==> config.mk <==
export PLATFORM = sky130hd
export DESIGN_NAME = tile_cfg_loader_flat
export DESIGN_NICKNAME = d
export VERILOG_FILES = /design/src/rtl/tile_cfg_pkg.sv /design/src/rtl/tile_cfg_loader_if.sv /design/src/rtl/tile_cfg_decoder.sv /design/src/rtl/tile_cfg_loader.sv /design/src/flat_wrapper.sv
export SDC_FILE = /design/constraint.sdc
export NUM_CORES = 1
export LEC_CHECK = 0
export ABC_AREA = 1
export BUFFER_PORTS_ARGS = -buffer_cell sky130_fd_sc_hd__buf_2
export CAP_MARGIN = 10
export CORE_ASPECT_RATIO = 1.75
export CORE_MARGIN = 2
export CORE_UTILIZATION = 58
export CTS_BUF_LIST = sky130_fd_sc_hd__clkbuf_4
export DETAILED_ROUTE_END_ITERATION = 8
export GPL_TIMING_DRIVEN = 0
export PLACE_DENSITY = 0.86
export SLEW_MARGIN = 10
export SYNTH_ARGS = -nofsm -noshare
export SYNTH_HDL_FRONTEND = slang
export SYNTH_SLANG_ARGS = --single-unit
==> constraint.sdc <==
create_clock -name clk -period 4.6 [get_ports clk]
set_clock_uncertainty 0.15 [all_clocks]
set_input_delay 0.46 -clock clk [delete_from_list [all_inputs] [get_ports clk]]
set_output_delay 0.46 -clock clk [all_outputs]
set_load 0.02 [all_outputs]
==> src/rtl/tile_cfg_pkg.sv <==
// Shared definitions for the tile configuration loader.
//   state_t     : loader FSM states
//   idx_width   : element-index width, max(1, clog2(nb_e))
//   sub_width   : element-local address width, addr_w - idx_width
//   cnt_max     : saturation value of a cnt_w-bit counter
//   even_parity : XOR reduction used for the optional data parity check
package tile_cfg_pkg;

    typedef enum logic [0:0] {
        ST_IDLE  = 1'b0,
        ST_ISSUE = 1'b1
    } state_t;

    function automatic int idx_width(input int nb_e);
        int w;
        if (nb_e <= 2) begin
            w = 1;
        end else begin
            w = $clog2(nb_e);
        end
        return w;
    endfunction

    function automatic int sub_width(input int addr_w, input int nb_e);
        return addr_w - idx_width(nb_e);
    endfunction

    function automatic logic [63:0] cnt_max(input int cnt_w);
        logic [63:0] m;
        if (cnt_w >= 64) begin
            m = {64{1'b1}};
        end else begin
            m = (64'd1 << cnt_w) - 64'd1;
        end
        return m;
    endfunction

    function automatic logic even_parity(input logic [63:0] value);
        return ^value;
    endfunction

endpackage

==> src/rtl/tile_cfg_loader_if.sv <==
// Tile configuration write bus (valid/ready).
//   select   : tile select from the column/row decoder
//   wr_valid : write request valid
//   wr_ready : loader can accept a write
//   address  : tile address (element index in the upper bits)
//   data     : configuration data
//   data_par : even parity over data, only when CFG_PARITY_EN is defined
// Modports: master drives the request, slave (the loader) drives wr_ready.
interface tile_cfg_loader_if #(
    parameter int ADDR_W = 10,
    parameter int DATA_W = 8
);
    logic              select;
    logic              wr_valid;
    logic              wr_ready;
    logic [ADDR_W-1:0] address;
    logic [DATA_W-1:0] data;
`ifdef CFG_PARITY_EN
    logic              data_par;

    modport master (output select, wr_valid, address, data, data_par, input wr_ready);
    modport slave  (input select, wr_valid, address, data, data_par, output wr_ready);
`else
    modport master (output select, wr_valid, address, data, input wr_ready);
    modport slave  (input select, wr_valid, address, data, output wr_ready);
`endif
endinterface

==> src/rtl/tile_cfg_decoder.sv <==
// Combinational element-index decoder.
//   idx          : element index taken from the tile address
//   onehot       : one-hot element select (all zero when out of range)
//   out_of_range : idx does not name an existing element
module tile_cfg_decoder #(
    parameter int NB_E  = 2,
    parameter int IDX_W = 1
) (
    input  logic [IDX_W-1:0] idx,
    output logic [NB_E-1:0]  onehot,
    output logic             out_of_range
);

    // Decode the index into one select line per element.
    always_comb begin
        onehot       = '0;
        out_of_range = (32'(idx) >= 32'(NB_E));
        for (int i = 0; i < NB_E; i++) begin
            onehot[i] = (32'(idx) == 32'(i));
        end
    end

endmodule

==> src/rtl/tile_cfg_loader.sv <==
// Tile configuration loader: accepts a write from the tile bus, then holds a
// registered one-hot element select with local address and data for HOLD cycles.
//   clk, rst_n     : configuration clock, asynchronous active-low reset
//   bus            : tile write bus (slave side)
//   clear          : synchronous clear of wr_count and sticky errors
//   select_elem    : one-hot element select
//   address_elem   : element-local address (retained in idle)
//   data_elem      : element data (retained in idle)
//   wr_count       : accepted clean writes, saturating
//   err_range      : sticky, index beyond the last element was received
//   err_parity     : sticky parity error (constant 0 without CFG_PARITY_EN)
// Optional feature macro: CFG_PARITY_EN (adds bus.data_par check).
module tile_cfg_loader
    import tile_cfg_pkg::*;
#(
    parameter int ADDR_W   = 10,
    parameter int DATA_W   = 8,
    parameter int NB_E     = 2,
    parameter int HOLD     = 1,
    parameter int CNT_W    = 16,
    localparam int IDX_W   = idx_width(NB_E),
    localparam int SUB_W   = sub_width(ADDR_W, NB_E)
) (
    input  logic              clk,
    input  logic              rst_n,
    tile_cfg_loader_if.slave  bus,
    input  logic              clear,
    output logic [NB_E-1:0]   select_elem,
    output logic [SUB_W-1:0]  address_elem,
    output logic [DATA_W-1:0] data_elem,
    output logic [CNT_W-1:0]  wr_count,
    output logic              err_range,
    output logic              err_parity
);

    localparam int                HOLD_W    = (HOLD > 1) ? $clog2(HOLD) : 1;
    localparam logic [HOLD_W-1:0] HOLD_LOAD = HOLD_W'(HOLD - 1);
    localparam logic [CNT_W-1:0]  CNT_MAX   = CNT_W'(cnt_max(CNT_W));

    state_t            state_r, state_n;
    logic [HOLD_W-1:0] hold_r, hold_n;
    logic [NB_E-1:0]   sel_r, sel_n;
    logic [SUB_W-1:0]  addr_r, addr_n;
    logic [DATA_W-1:0] data_r, data_n;
    logic              ready_r, ready_n;
    logic [CNT_W-1:0]  cnt_r, cnt_n, cnt_base_s;
    logic              err_range_r, err_range_n;
    logic [NB_E-1:0]   onehot_s;
    logic              out_of_range_s;
    logic              par_ok_s;
    logic              accept_s;
    logic              write_ok_s;

    tile_cfg_decoder #(
        .NB_E  (NB_E),
        .IDX_W (IDX_W)
    ) u_decoder (
        .idx          (bus.address[ADDR_W-1:SUB_W]),
        .onehot       (onehot_s),
        .out_of_range (out_of_range_s)
    );

`ifdef CFG_PARITY_EN
    logic err_par_r, err_par_n;

    // Data carries even parity: the parity bit must equal the XOR of the data.
    always_comb begin
        par_ok_s = (even_parity(64'(bus.data)) == bus.data_par);
    end

    // Sticky parity flag; clear applies first so a same-cycle bad write still sets it.
    always_comb begin
        err_par_n = (clear ? 1'b0 : err_par_r) | (accept_s & ~par_ok_s);
    end

    // Parity flag register.
    always_ff @(posedge clk or negedge rst_n) begin
        if (!rst_n) begin
            err_par_r <= 1'b0;
        end else begin
            err_par_r <= err_par_n;
        end
    end

    assign err_parity = err_par_r;
`else
    assign par_ok_s   = 1'b1;
    assign err_parity = 1'b0;
`endif

    // ready_r is only ever high in IDLE, so it alone qualifies the handshake.
    assign accept_s   = bus.select & bus.wr_valid & ready_r & (state_r == ST_IDLE);
    // A write reaches an element only if it names one and its data is clean.
    assign write_ok_s = ~out_of_range_s & par_ok_s;

    // FSM next state and registered element-side outputs.
    always_comb begin
        state_n = state_r;
        hold_n  = hold_r;
        sel_n   = sel_r;
        addr_n  = addr_r;
        data_n  = data_r;
        ready_n = ready_r;
        case (state_r)
            ST_IDLE: begin
                if (accept_s) begin
                    state_n = ST_ISSUE;
                    hold_n  = HOLD_LOAD;
                    sel_n   = write_ok_s ? onehot_s : '0;
                    addr_n  = bus.address[SUB_W-1:0];
                    data_n  = bus.data;
                    ready_n = 1'b0;
                end else begin
                    // Also raises ready on the first edge after reset release.
                    ready_n = 1'b1;
                end
            end
            ST_ISSUE: begin
                if (hold_r == '0) begin
                    state_n = ST_IDLE;
                    sel_n   = '0;
                    ready_n = 1'b1;
                end else begin
                    hold_n = hold_r - HOLD_W'(1);
                end
            end
            default: begin
                state_n = ST_IDLE;
                sel_n   = '0;
                ready_n = 1'b0;
            end
        endcase
    end

    // Counter and range flag: clear first, then the accept of the same cycle.
    always_comb begin
        cnt_base_s  = clear ? '0 : cnt_r;
        err_range_n = (clear ? 1'b0 : err_range_r) | (accept_s & out_of_range_s);
        if (accept_s && write_ok_s && (cnt_base_s != CNT_MAX)) begin
            cnt_n = cnt_base_s + CNT_W'(1);
        end else begin
            cnt_n = cnt_base_s;
        end
    end

    // State and output registers.
    always_ff @(posedge clk or negedge rst_n) begin
        if (!rst_n) begin
            state_r     <= ST_IDLE;
            hold_r      <= '0;
            sel_r       <= '0;
            addr_r      <= '0;
            data_r      <= '0;
            ready_r     <= 1'b0;
            cnt_r       <= '0;
            err_range_r <= 1'b0;
        end else begin
            state_r     <= state_n;
            hold_r      <= hold_n;
            sel_r       <= sel_n;
            addr_r      <= addr_n;
            data_r      <= data_n;
            ready_r     <= ready_n;
            cnt_r       <= cnt_n;
            err_range_r <= err_range_n;
        end
    end

    assign bus.wr_ready  = ready_r;
    assign select_elem   = sel_r;
    assign address_elem  = addr_r;
    assign data_elem     = data_r;
    assign wr_count      = cnt_r;
    assign err_range     = err_range_r;

endmodule

==> src/flat_wrapper.sv <==
// flat-port wrapper written by rule: the top's interface ports become plain ports
module tile_cfg_loader_flat import tile_cfg_pkg::*;
#(
    parameter int ADDR_W   = 10,
    parameter int DATA_W   = 8,
    parameter int NB_E     = 2,
    parameter int HOLD     = 1,
    parameter int CNT_W    = 16,
    localparam int IDX_W   = idx_width(NB_E),
    localparam int SUB_W   = sub_width(ADDR_W, NB_E)
)
  (clk, rst_n, clear, select_elem, address_elem, data_elem, wr_count, err_range, err_parity, bus_select, bus_wr_valid, bus_address, bus_data, bus_wr_ready);
  tile_cfg_loader_if #(.ADDR_W(ADDR_W), .DATA_W(DATA_W)) bus_i ();
  input  logic clk;
  input  logic rst_n;
  input  logic clear;
  output logic [NB_E-1:0] select_elem;
  output logic [SUB_W-1:0] address_elem;
  output logic [DATA_W-1:0] data_elem;
  output logic [CNT_W-1:0] wr_count;
  output logic err_range;
  output logic err_parity;
  input wire logic [$bits(bus_i.select)-1:0] bus_select;
  input wire logic [$bits(bus_i.wr_valid)-1:0] bus_wr_valid;
  input wire logic [$bits(bus_i.address)-1:0] bus_address;
  input wire logic [$bits(bus_i.data)-1:0] bus_data;
  output wire logic [$bits(bus_i.wr_ready)-1:0] bus_wr_ready;
  assign bus_i.select = bus_select;
  assign bus_i.wr_valid = bus_wr_valid;
  assign bus_i.address = bus_address;
  assign bus_i.data = bus_data;
  assign bus_wr_ready = bus_i.wr_ready;
  tile_cfg_loader #(.ADDR_W(ADDR_W), .DATA_W(DATA_W), .NB_E(NB_E), .HOLD(HOLD), .CNT_W(CNT_W)) u_core (.clk(clk), .rst_n(rst_n), .bus(bus_i), .clear(clear), .select_elem(select_elem), .address_elem(address_elem), .data_elem(data_elem), .wr_count(wr_count), .err_range(err_range), .err_parity(err_parity));
endmodule
# Yosys cells after proc, flatten, opt, wreduce, memory -nomap -nowiden
# Index checks and enable logic that the tools add are counted.
dict set report totals {
  regBits 38
  output_inout_bits 38
  elab_cells 34
}
dict set report classes {
  addsub 2
  eq_ne 3
  mux 14
  n_bitwise 5
  n_reduce_logical 3
}
# operator count
set ops {}
lappend ops {{two-way mux 16 bit} 2}
lappend ops {{adder 16 x 1 -> 16 bit, second input constant} 1}
lappend ops {{inequality test 16 bit, second input constant} 1}
lappend ops {{two-way mux 1 bit} 6}
lappend ops {{one-hot mux 1 bit (2 select lines)} 3}
lappend ops {{two-way mux 2 bit} 2}
lappend ops {{one-hot mux 2 bit (2 select lines)} 1}
lappend ops {{AND reduction 2 bit} 2}
lappend ops {{AND 1 bit} 3}
lappend ops {{inequality test 2 x 1 -> 1 bit, second input constant} 1}
lappend ops {{inequality test 2 bit, second input constant} 1}
lappend ops {{NOT 1 bit} 2}
lappend ops {{logical AND 1 bit} 1}
lappend ops {{subtractor 1 bit, second input constant} 1}

# Logic depth before layout (Yosys ltp)
# Gate-level depths: netlist of run 1.
dict set report depth {
  word_depth 5
  ltp_mapped 13
}

# Modules after synthesis
# A second synthesis of run 1 with hierarchy kept.
dict set report hier_totals {
  hier_cells 282
  area_unflattened_um2 2062.0
}
# mod n_inst cells_each area_per_inst_um2
set modules_own_cells {}
lappend modules_own_cells {tile_cfg_loader 1 278 2039.5}
lappend modules_own_cells {tile_cfg_decoder 1 4 22.5}

# Worst setup path before layout of run 1
# OpenSTA, ideal clock, no wires.
dict set report synth_timing {
  path_type {input-to-reg}
  start {input clear}
  end {register u_core.cnt_r[10] (netlist: u_core.wr_count[10])}
  arrival_ns 1.815
  required_time_ns 4.334
  slack_ns 2.519
  path_stages 13
  path_buffers 2
  cell_sequence {buf_6 -> inv_8 -> nand2_2 -> inv_1 -> ha_1 -> nand4_4 -> inv_1 -> nand2_1 -> nor2_1 -> nor2_2 -> buf_6 -> nand2_1 -> nand2_1}
}
dict set report synth_via {
  elab_chain_cells 4
  elab_cells_between_ends 5
  cone_classes {add/sub: 1; eq/ne: 1; mux: 2; reduce/logical: 1}
}
# item line_no
set synth_lines {}
lappend synth_lines {{from (decl)} flat_wrapper.sv:16} ;# input logic clear;
lappend synth_lines {{two-way mux 16 bit (*)} tile_cfg_loader.sv:137} ;# cnt_base_s = clear ? '0 : cnt_r;
lappend synth_lines {{parallel branches: the longest is 2 deep, another holds adder 16 x 1 -> 16 bit} --}
lappend synth_lines {{two-way mux 16 bit (*)} tile_cfg_loader.sv:139} ;# if (accept_s && write_ok_s && (cnt_base_s != CNT_MAX)) begin
lappend synth_lines {{named net u_core.cnt_n[10]} tile_cfg_loader.sv:46} ;# logic [CNT_W-1:0] cnt_r, cnt_n, cnt_base_s;
lappend synth_lines {{to (signal assigned)} tile_cfg_loader.sv:164} ;# cnt_r <= cnt_n;
lappend synth_lines {{to (decl)} tile_cfg_loader.sv:46}
# Mark *: on every way through the listed nets, which the timed path passes.
# A chain may end at the register's enable or synchronous reset.

# Worst setup path in the final report of run 1
dict set report layout_timing {
  start {register u_core.cnt_r[1] (netlist: u_core.wr_count[1])}
  end {register u_core.cnt_r[4] (netlist: u_core.wr_count[4])}
}
dict set report layout_via {
  elab_chain_cells 4
  elab_cells_between_ends 5
  cone_classes {add/sub: 1; eq/ne: 1; mux: 2; reduce/logical: 1}
}
# item line_no
set layout_lines {}
lappend layout_lines {{two-way mux 16 bit (*)} tile_cfg_loader.sv:137}
lappend layout_lines {{parallel branches: the longest is 2 deep, another holds adder 16 x 1 -> 16 bit} --}
lappend layout_lines {{two-way mux 16 bit (*)} tile_cfg_loader.sv:139}
lappend layout_lines {{named net u_core.cnt_n[4]} tile_cfg_loader.sv:46}
# Marked as above.

==> results of run 1 <==
[layout by cell type (no fill, tap or decap)]
cell type,Yosys,layout
nor2_2,3,3
nand4_4,1,1
xnor2_1,1,1
ha_1,1,1
nand4_1,5,5
dfrtp_1,37,37
clkinv_2,0,2
nand3_4,1,1
nand4_2,1,1
nand2_2,4,4
nand3_2,2,2
inv_1,26,26
buf_4,2,2
o21ai_0,1,1
inv_2,1,1
xor2_1,4,4
nand3_1,17,17
inv_8,1,1
nor2_4,5,5
buf_2,4,61
nor2_1,21,21
nand3b_1,2,2
nand2_1,132,132
clkbuf_4,0,6
buf_6,4,4
conb_1,1,2
nor3_2,2,2
[layout make-up]
cell class | count | area [um2]
tap | 45 | 56.3
multi-input combinational | 205 | 966
clock buffer | 6 | 45.0
sequential | 37 | 926
fill | 286 | 917
clock inverter | 2 | 10.0
timing repair buffer | 57 | 285
inverter | 28 | 113
buffer | 10 | 80.1
[path summary, 6_finish.rpt]
check | start | endpoint | cells past startpoint
max | u_core.wr_count[1]$_DFF_PN0_ | u_core.wr_count[4]$_DFF_PN0_ | 10
max in group asynchronous | rst_n | u_core.address_elem[0]$_DFFE_PN0P_ | 1
min reg2reg | u_core.data_elem[6]$_DFFE_PN0P_ | u_core.data_elem[6]$_DFFE_PN0P_ | 2
min in group clk | bus_data[7] | u_core.data_elem[7]$_DFFE_PN0P_ | 3
min | rst_n | u_core.wr_count[3]$_DFF_PN0_ | 1
max reg2reg | u_core.wr_count[1]$_DFF_PN0_ | u_core.wr_count[4]$_DFF_PN0_ | 10
[cells by family (layout without fill, tap and decap cells)]
| family | count (synthesis) | in the layout | synth area share [%] |
|---|---|---|---|
| other | 1 | 2 | 0.180 |
| AO/OA/AOI/OAI | 1 | 1 | 0.240 |
| adder cells (fa/ha/maj) | 1 | 1 | 0.601 |
| flip-flops | 37 | 37 | 44.5 |
| XOR/XNOR | 5 | 5 | 2.10 |
| buffers and inverters | 38 | 103 | 9.26 |
| AND/OR/NAND/NOR | 196 | 196 | 43.1 |
[layer usage]
metal	wire, um	global-route usage, %	part of all wire, %
met1	1780	26.9	37
met2	2600	47.4	54
met3	272	4.50	5.6
met4	169	15.1	3.5
met5	0	0	0
[worst reg2reg max path, stage by stage, from the launching register on]
cell     delay (ns)
dfrtp_1        0.38
inv_1          0.04
nor2_1         0.17
ha_1           0.34
nand4_4        0.19
nor2_4         0.17
nand4_2        0.13
nand2_2        0.15
buf_6          0.17
nand2_1        0.06
nand2_1        0.09
[through the flow]
| stage | cells | utilization [%] | worst slack [ns] | hold WS, ns |
|---|---|---|---|---|
| final | 390 | 73.0 | 2.51 | 0.0500 |
| after global placement | 382 | 71.4 | 2.28 | 0.298 |
| after CTS | 390 | 73.0 | 2.53 | 0.0647 |
| after global routing | 390 | 73.0 | 2.36 | 0.104 |
| after floorplan | 280 | - | 2.52 | 0.0144 |
| after detailed placement | 382 | 71.4 | 2.23 | 0.304 |
[sequential cells by signal (all words and copies together), names as in the netlist]
register             cells
u_core.data_elem         8
u_core.wr_count         16
u_core.select_elem       2
u_core.state_r           1
u_core.address_elem      9
u_core.bus.wr_ready      1
[power groups by stage]
stage / Clock, mW / Sequential, mW / Combinational, mW
6_report: 0.175 / 0.373 / 0.146
5_1_grt: 0.193 / 0.377 / 0.161
4_1_cts: 0.180 / 0.373 / 0.148
3_5_place_dp: 0 / 0.378 / 0.149
3_3_place_gp: 0 / 0.379 / 0.145
2_1_floorplan: 0 / 0.419 / 0.0480
==> qor.yml, run 1 <==
clockBufferDepth: 2
hold_viol: 0
worstSetupPathType: "reg -> reg"
cp.required_ns: 4.74
avgViaCountPerCell: 5.04
cts_tree: "yes"
overflow: 0
rsz0062_at_grt: "no"
end_kind: "flip-flop"
clockPowerShare_pct: 25.2
first_pass_iters: 6
post_cts_buffers: 0
switching_power_uw: 225
cpMostUsedCell: "nand2_1"
track_usage_pct: 26.0
ys_top_cells_by_count: "nand2_1 (132), dfrtp_1 (37), inv_1 (26)"
clk_pin_slew_ns: 0.12
fin_nets: 368
design_area_um2: 2480
reg2reg_slack_ns: 2.51
grt_pass1_vias: 1958
cp_slowest_cell: "dfrtp_1"
syn_area_per_cell_um2: 7.46
p_leak_nw: 1.43
ys_seq_area_share_pct: 44.5
clkLatencyLatePin_ns: 0.35
place_area_um2: 2430
die_w_um: 49.3
synth_largest_area_cell: "dfrtp_1"
grt_pass1_wl_um: 8360
core_um2: 3400
synth-main-ff-cell: "dfrtp_1"
antenna_left: 0
power_uw: 695
initial_core_util_pct: 61.2
finalCriticalPeriod_ns: 2.09
synth-edff-count: 0
root_buffer: "clkbuf_4"
cts_resized: 0
ctsHoldBuffers: 0
diodes: 0
syn_to_final_growth_pct: 19.2
synth_area_um2: 2080
seqPwrFrac_pct: 53.7
cts_buffers: 5
arrival_ns: 2.23
cp-start-kind: "flip-flop"
switching_share_pct: 32.4
portBuffers: 57
maxCapViolations: 0
routed_wl_um: 4820
ios: 61
cp.buffers_inverters: 2
synth_area_leaders: "dfrtp_1 (44%), nand2_1 (24%), inv_1 (4.7%)"
hp-class: "in -> async"
antenna_found_initial: 0
setup_viol: 0
die_y_um: 83.2
crit_family: "simple AND/OR/NAND/NOR gates"
grt_max_degree: 38
yosysTopAreaCellShare_pct: 44.5
drtIter0Drc: 49
htreeDepth: 2
wl_per_cell_um: 12.4
critPathMaxFanout: 10
drcViolationCount: 0
synth_cells: 279
vias: 1965
yosys_register_bits: 37
setup-tns-final_ns: 0
cell_internal_pwr_uw: 470
yosysMostFrequentCell: "nand2_1"
tightest_slew_ns: 0.835
layout-drive-gt1-share_pct: 27.8
status: "finished, final reports clean"
power_density_nw_per_um2: 280
globalplace.congestion: 0.916
max_freq_ghz: 0.478
fp-row-count: 28
crit_chain: "inv_1 > nor2_1 > ha_1 > nand4_4 > nor2_4 > nand4_2 > nand2_2 > buf_6 > nand2_1 > nand2_1"
power_frac_comb_pct: 21.1
slew_violations: 0
fin_crit_sh_pct: 45.4
yosys_warnings: 0
ir_worst_vdd_uv: 227
cts_sinks: 37
async_reset_ff_share_pct: 100
synth_cell_types: 25
crit_path_max_incr_delay_ns: 0.38
hpwl_um: 3590
die_area_um2: 4100
max_slew_margin_pct: 44.3
Note: power is estimated with default switching activity, not from simulation.
==> run 2, diff against run 1 <==
--- a/config.mk
+++ b/config.mk
@@ -10,11 +10,11 @@
 export CAP_MARGIN = 10
 export CORE_ASPECT_RATIO = 1.75
 export CORE_MARGIN = 2
-export CORE_UTILIZATION = 58
+export CORE_UTILIZATION = 48
 export CTS_BUF_LIST = sky130_fd_sc_hd__clkbuf_4
 export DETAILED_ROUTE_END_ITERATION = 8
 export GPL_TIMING_DRIVEN = 0
-export PLACE_DENSITY = 0.86
+export PLACE_DENSITY = 0.76
 export SLEW_MARGIN = 10
 export SYNTH_ARGS = -nofsm -noshare
 export SYNTH_HDL_FRONTEND = slang
==> constraint.sdc (replaced) <==
create_clock -name clk -period 1.75 [get_ports clk]
set_clock_uncertainty 0.15 [all_clocks]
set_input_delay 0.175 -clock clk [delete_from_list [all_inputs] [get_ports clk]]
set_output_delay 0.175 -clock clk [all_outputs]
set_load 0.02 [all_outputs]
==> run 2 against run 1 <==
Compared with the run above:
- clock power rose to 2.7 times the previous value
- power rose to 2.7 times the previous value
- combinational power rose to 3.0 times the previous value
- largest cell class unchanged
- largest power group unchanged
==> qor.yml, run 2 (synthesis gave the netlist of run 1 again) <==
globalplace.congestion: 0.862
die_y_um: 91.1
setup-tns-final_ns: 0
arrival_ns: 1.86
clockBufferDepth: 2
max_freq_ghz: 0.581
fin_crit_sh_pct: 98.4
grt_pass1_wl_um: 9230
final_cell_mix: "nand2_1 (125), buf_2 (61), dfrtp_1 (35), inv_1 (23), dlygate4sd3_1 (19)"
antenna_left: 0
maxCapViolations: 0
hpwl_um: 3570
tightest_slew_ns: 0.830
root_buffer: "clkbuf_4"
syn_to_final_growth_pct: 36.1
status: "finished, final reports clean"
routed_wl_um: 5710
drtIter0Drc: 61
hp-class: "in -> reg"
largest_reg_flops: 16
htreeDepth: 2
clkLatencyLatePin_ns: 0.36
fp-row-count: 31
ir_worst_vdd_uv: 672
finalCriticalPeriod_ns: 1.72
setup_viol: 0
drcViolationCount: 0
cp.required_ns: 1.89
cp-start-kind: "flip-flop"
critPathMaxFanout: 5
layout_commonest_cell: "nand2_1"
hold_viol: 0
die_area_um2: 4900
cts_buffers: 5
grt_max_degree: 38
place_ws_ns: -0.151
antenna_found_initial: 0
fin_nets: 395
core_um2: 4150
avgViaCountPerCell: 4.93
die_w_um: 53.8
layout-drive-gt1-share_pct: 32.8
slew_violations: 0
clk_pin_slew_ns: 0.13
overflow: 0
ios: 61
track_usage_pct: 25.2
grt_pass1_vias: 2070
cts_sinks: 37
wl_per_cell_um: 13.6
end_kind: "flip-flop"
first_pass_iters: 4
diodes: 0
cts_tree: "yes"
p_leak_nw: 1.57
max_slew_margin_pct: 44.7
vias: 2077
portBuffers: 57
rsz0062_at_grt: "yes"
fin_ws_ns: 0.0284
worstSetupPathType: "reg -> reg"
power_density_nw_per_um2: 671
initial_core_util_pct: 50.1
[run 2: what timing repair did]
action,CTS,global route
endpoints found under the hold margin,56,0
resized for setup,5,18
cloned,1,0
setup buffers,3,4
pin swaps,3,16
setup endpoints to repair,12,26
hold buffers,19,0
[run 2: metal layers]
| layer | global-route usage (%) | share of wire (%) | wire, um | vias up |
|---|---|---|---|---|
| li1 | - | - | - | 1028 |
| met1 | 28.1 | 38 | 2190 | 954 |
| met2 | 43.6 | 53 | 3030 | 73 |
| met3 | 4.61 | 4.4 | 252 | 22 |
| met4 | 11.5 | 4.1 | 235 | 0 |
| met5 | 0 | 0 | 0 | - |
[run 2: where the power goes]
group	internal, mW	switching (mW)	leakage (nW)
Sequential	0.939	0.0492	0.480
Combinational	0.165	0.280	1.05
Clock	0.169	0.298	0.0354
[run 2: final timing paths]
| kind | startpoint | to | slack (ns) | cells after the start |
|---|---|---|---|---|
| worst max-delay path | u_core.wr_count[1]$_DFF_PN0_ | u_core.wr_count[8]$_DFF_PN0_ | 0.03 | 10 |
| max in group asynchronous | rst_n | u_core.wr_count[0]$_DFF_PN0_ | 0.60 | 2 |
| worst min-delay path | clear | u_core.wr_count[1]$_DFF_PN0_ | 0.009 | 4 |
| worst min register to register | u_core.address_elem[2]$_DFFE_PN0P_ | u_core.address_elem[2]$_DFFE_PN0P_ | 0.33 | 2 |
| worst max register to register | u_core.wr_count[1]$_DFF_PN0_ | u_core.wr_count[8]$_DFF_PN0_ | 0.03 | 10 |
| min in group asynchronous | rst_n | u_core.wr_count[2]$_DFF_PN0_ | 0.29 | 2 |
[run 2: cell type report]
| cell class | count | area [um2] |
|---|---|---|
| Inverter | 28 | 115 |
| Multi-Input combinational cell | 205 | 1050 |
| Buffer | 10 | 80.1 |
| Sequential cell | 37 | 928 |
| Fill cell | 341 | 1320 |
| Clock buffer | 6 | 45.0 |
| Timing Repair Buffer | 84 | 543 |
| Clock inverter | 2 | 10.0 |
| Tap cell | 49 | 61.3 |
[run 2: worst max-delay path, cell delays in order, from the launching register on]
cell and delay, ns:
dfrtp_2 0.40, inv_2 0.04, nor2_4 0.13, ha_4 0.16
nand4_4 0.13, nor2_4 0.16, nand4_4 0.12, nand2_4 0.11
buf_6 0.14, nand2_2 0.05, nand2_1 0.05
[run 2: per-stage QoR]
| step | instance area, um2 | hold slack, ns | cells | total power, mW | util (%) |
|---|---|---|---|---|---|
| after floorplan | 2100 | -0.271 | 280 | 1.23 | - |
| after global placement | 2450 | 0.171 | 386 | 1.38 | 59.0 |
| after detailed placement | 2450 | 0.169 | 386 | 1.39 | 59.0 |
| after CTS | 2750 | 0.0237 | 417 | 1.89 | 66.1 |
| after global routing | 2830 | 0.0419 | 421 | 1.99 | 68.2 |
| final | 2830 | 0.00922 | 421 | 1.90 | 68.2 |
==> run 3, diff against run 2 <==
--- a/config.mk
+++ b/config.mk
@@ -15,6 +15,7 @@
 export DETAILED_ROUTE_END_ITERATION = 8
 export GPL_TIMING_DRIVEN = 0
 export PLACE_DENSITY = 0.76
+export REMOVE_ABC_BUFFERS = 1
 export SLEW_MARGIN = 10
 export SYNTH_ARGS = -nofsm -noshare
 export SYNTH_HDL_FRONTEND = slang
==> run 3 against run 2 <==
Compared with the run above:
- routed wire length grew 1.8%
- final cell count decreased by 0.95%
- clock-buffer cell count shrank 1
- combinational power barely moved
- critical path type unchanged
- non-clock buffer count shrank 6
- power increased by 6.8%
- sequential cell count unchanged
- critical path depth up 1
- clock power grew 29%
- register-to-register slack got worse by 0.02 ns
==> qor.yml, run 3 (synthesis gave the netlist of run 1 again) <==
drcViolationCount: 0
slew_violations: 0
critPathMaxFanout: 12
crit_chain: "inv_2 > nor2_4 > ha_4 > nand4_4 > inv_2 > nand2_4 > nor2_4 > nor2_4 > buf_12 > nand2_1 > nand2_1"
cp-start-kind: "flip-flop"
antenna_found_initial: 0
hold_viol: 0
syn_to_final_growth_pct: 35.5
routed_wl_um: 5820
portBuffers: 58
wl_per_cell_um: 13.9
cp_slowest_cell: "dfrtp_1"
ios: 61
htreeDepth: 2
power_density_nw_per_um2: 720
clkLatencyLatePin_ns: 0.36
cp.required_ns: 1.86
rsz0062_at_grt: "yes"
ir_worst_vdd_uv: 694
vias: 2120
finalCriticalPeriod_ns: 1.74
status: "finished, final reports clean"
tightest_slew_ns: 0.820
cts_buffers: 5
hp-class: "in -> reg"
layout_commonest_cell: "nand2_1"
diodes: 0
cp.buffers_inverters: 3
grt_max_degree: 38
grt_pass1_vias: 2073
hold_ws_ns: 0.0429
initial_core_util_pct: 50.1
clk_pin_slew_ns: 0.12
overflow: 0
fin_crit_sh_pct: 99.3
die_w_um: 53.8
end_kind: "flip-flop"
die_y_um: 91.1
clockBufferDepth: 2
rr_worst_depth: 11
cts_tree: "yes"
worstSetupPathType: "reg -> reg"
fp-row-count: 31
critical_path_depth: 11
root_buffer: "clkbuf_4"
max_freq_ghz: 0.575
fin_util_pct: 67.9
maxCapViolations: 0
largest_reg_flops: 16
arrival_ns: 1.84
drtIter0Drc: 59
setup_viol: 0
track_usage_pct: 25.2
layout-drive-gt1-share_pct: 31.0
cpMostUsedCell: "nor2_4"
cts_sinks: 37
core_um2: 4150
crit_family: "simple AND/OR/NAND/NOR gates"
fin_nets: 391
p_leak_nw: 1.54
antenna_left: 0
die_area_um2: 4900
max_slew_margin_pct: 45.3
crit_path_max_incr_delay_ns: 0.39
globalplace.congestion: 0.844
first_pass_iters: 4
final_cell_mix: "nand2_1 (126), buf_2 (58), dfrtp_1 (37), inv_1 (22), dlygate4sd3_1 (19)"
hold_depth: 3
avgViaCountPerCell: 5.08
hpwl_um: 3350
grt_pass1_wl_um: 9220
-- run 3: what timing repair did --
action / CTS / global route
pin swaps: 5 / 21
endpoints found under the setup margin: 35 / 26
resized for setup: 10 / 15
cloned: 1 / 1
hold buffers: 19 / 0
endpoints found under the hold margin: 56 / 0
buffers inserted: 6 / 5
-- run 3: stage by stage --
| stage | cell area [um2] | setup WS, ns | setup TNS (ns) | instances | power (mW) |
|---|---|---|---|---|---|
| after CTS | 2730 | 0.00247 | 0 | 412 | 2.01 |
| after floorplan | 2000 | -0.768 | -20.04 | 270 | 1.21 |
| after global routing | 2820 | -0.0838 | -1.13 | 417 | 2.13 |
| final | 2820 | 0.0115 | 0 | 417 | 2.03 |
| after global placement | 2360 | -1.42 | -37.62 | 377 | 1.36 |
| after detailed placement | 2360 | -0.611 | -10.20 | 378 | 1.36 |
-- run 3: metal layers --
| layer | global-route usage (%) | routed length, um |
|---|---|---|
| met1 | 28.0 | 2140 |
| met2 | 42.9 | 3180 |
| met3 | 5.26 | 347 |
| met4 | 12.4 | 153 |
| met5 | 0 | 0 |
-- run 3: cell type report --
type / count / area, um2
Clock inverter: 3 / 41.3
Clock buffer: 5 / 37.5
Timing Repair Buffer: 88 / 576
Fill cell: 324 / 1330
Multi-Input combinational cell: 206 / 1050
Timing Repair inverter: 1 / 5.00
Sequential cell: 37 / 926
Inverter: 28 / 119
Tap cell: 49 / 61.3
-- run 3: path summary, 6_finish.rpt --
path                                                       to                               start  slack (ns)
setup / recovery                u_core.wr_count[10]$_DFF_PN0_        u_core.wr_count[1]$_DFF_PN0_        0.01
hold / removal                       u_core.state_r$_DFF_PN0_                          bus_select        0.04
setup reg to reg                u_core.wr_count[10]$_DFF_PN0_        u_core.wr_count[1]$_DFF_PN0_        0.01
hold reg to reg            u_core.address_elem[3]$_DFFE_PN0P_  u_core.address_elem[3]$_DFFE_PN0P_        0.33
max in group asynchronous     u_core.data_elem[1]$_DFFE_PN0P_                               rst_n        0.64
min in group asynchronous     u_core.data_elem[4]$_DFFE_PN0P_                               rst_n        0.30
-- run 3: worst register-to-register path, delay by kind of cell (launching register included) --
kind                     cells  cell delay, ns
flip-flops                   1            0.39
adder cells (fa/ha/maj)      1            0.17
buffers and inverters        3            0.31
AND/OR/NAND/NOR              7            0.63
-- run 3: where the power goes --
part           leakage [nW]  total (mW)  internal (mW)  switching [mW]
Combinational          1.02       0.442          0.160           0.282
Sequential            0.483       0.986          0.938          0.0479
Clock                0.0389       0.602          0.296           0.306
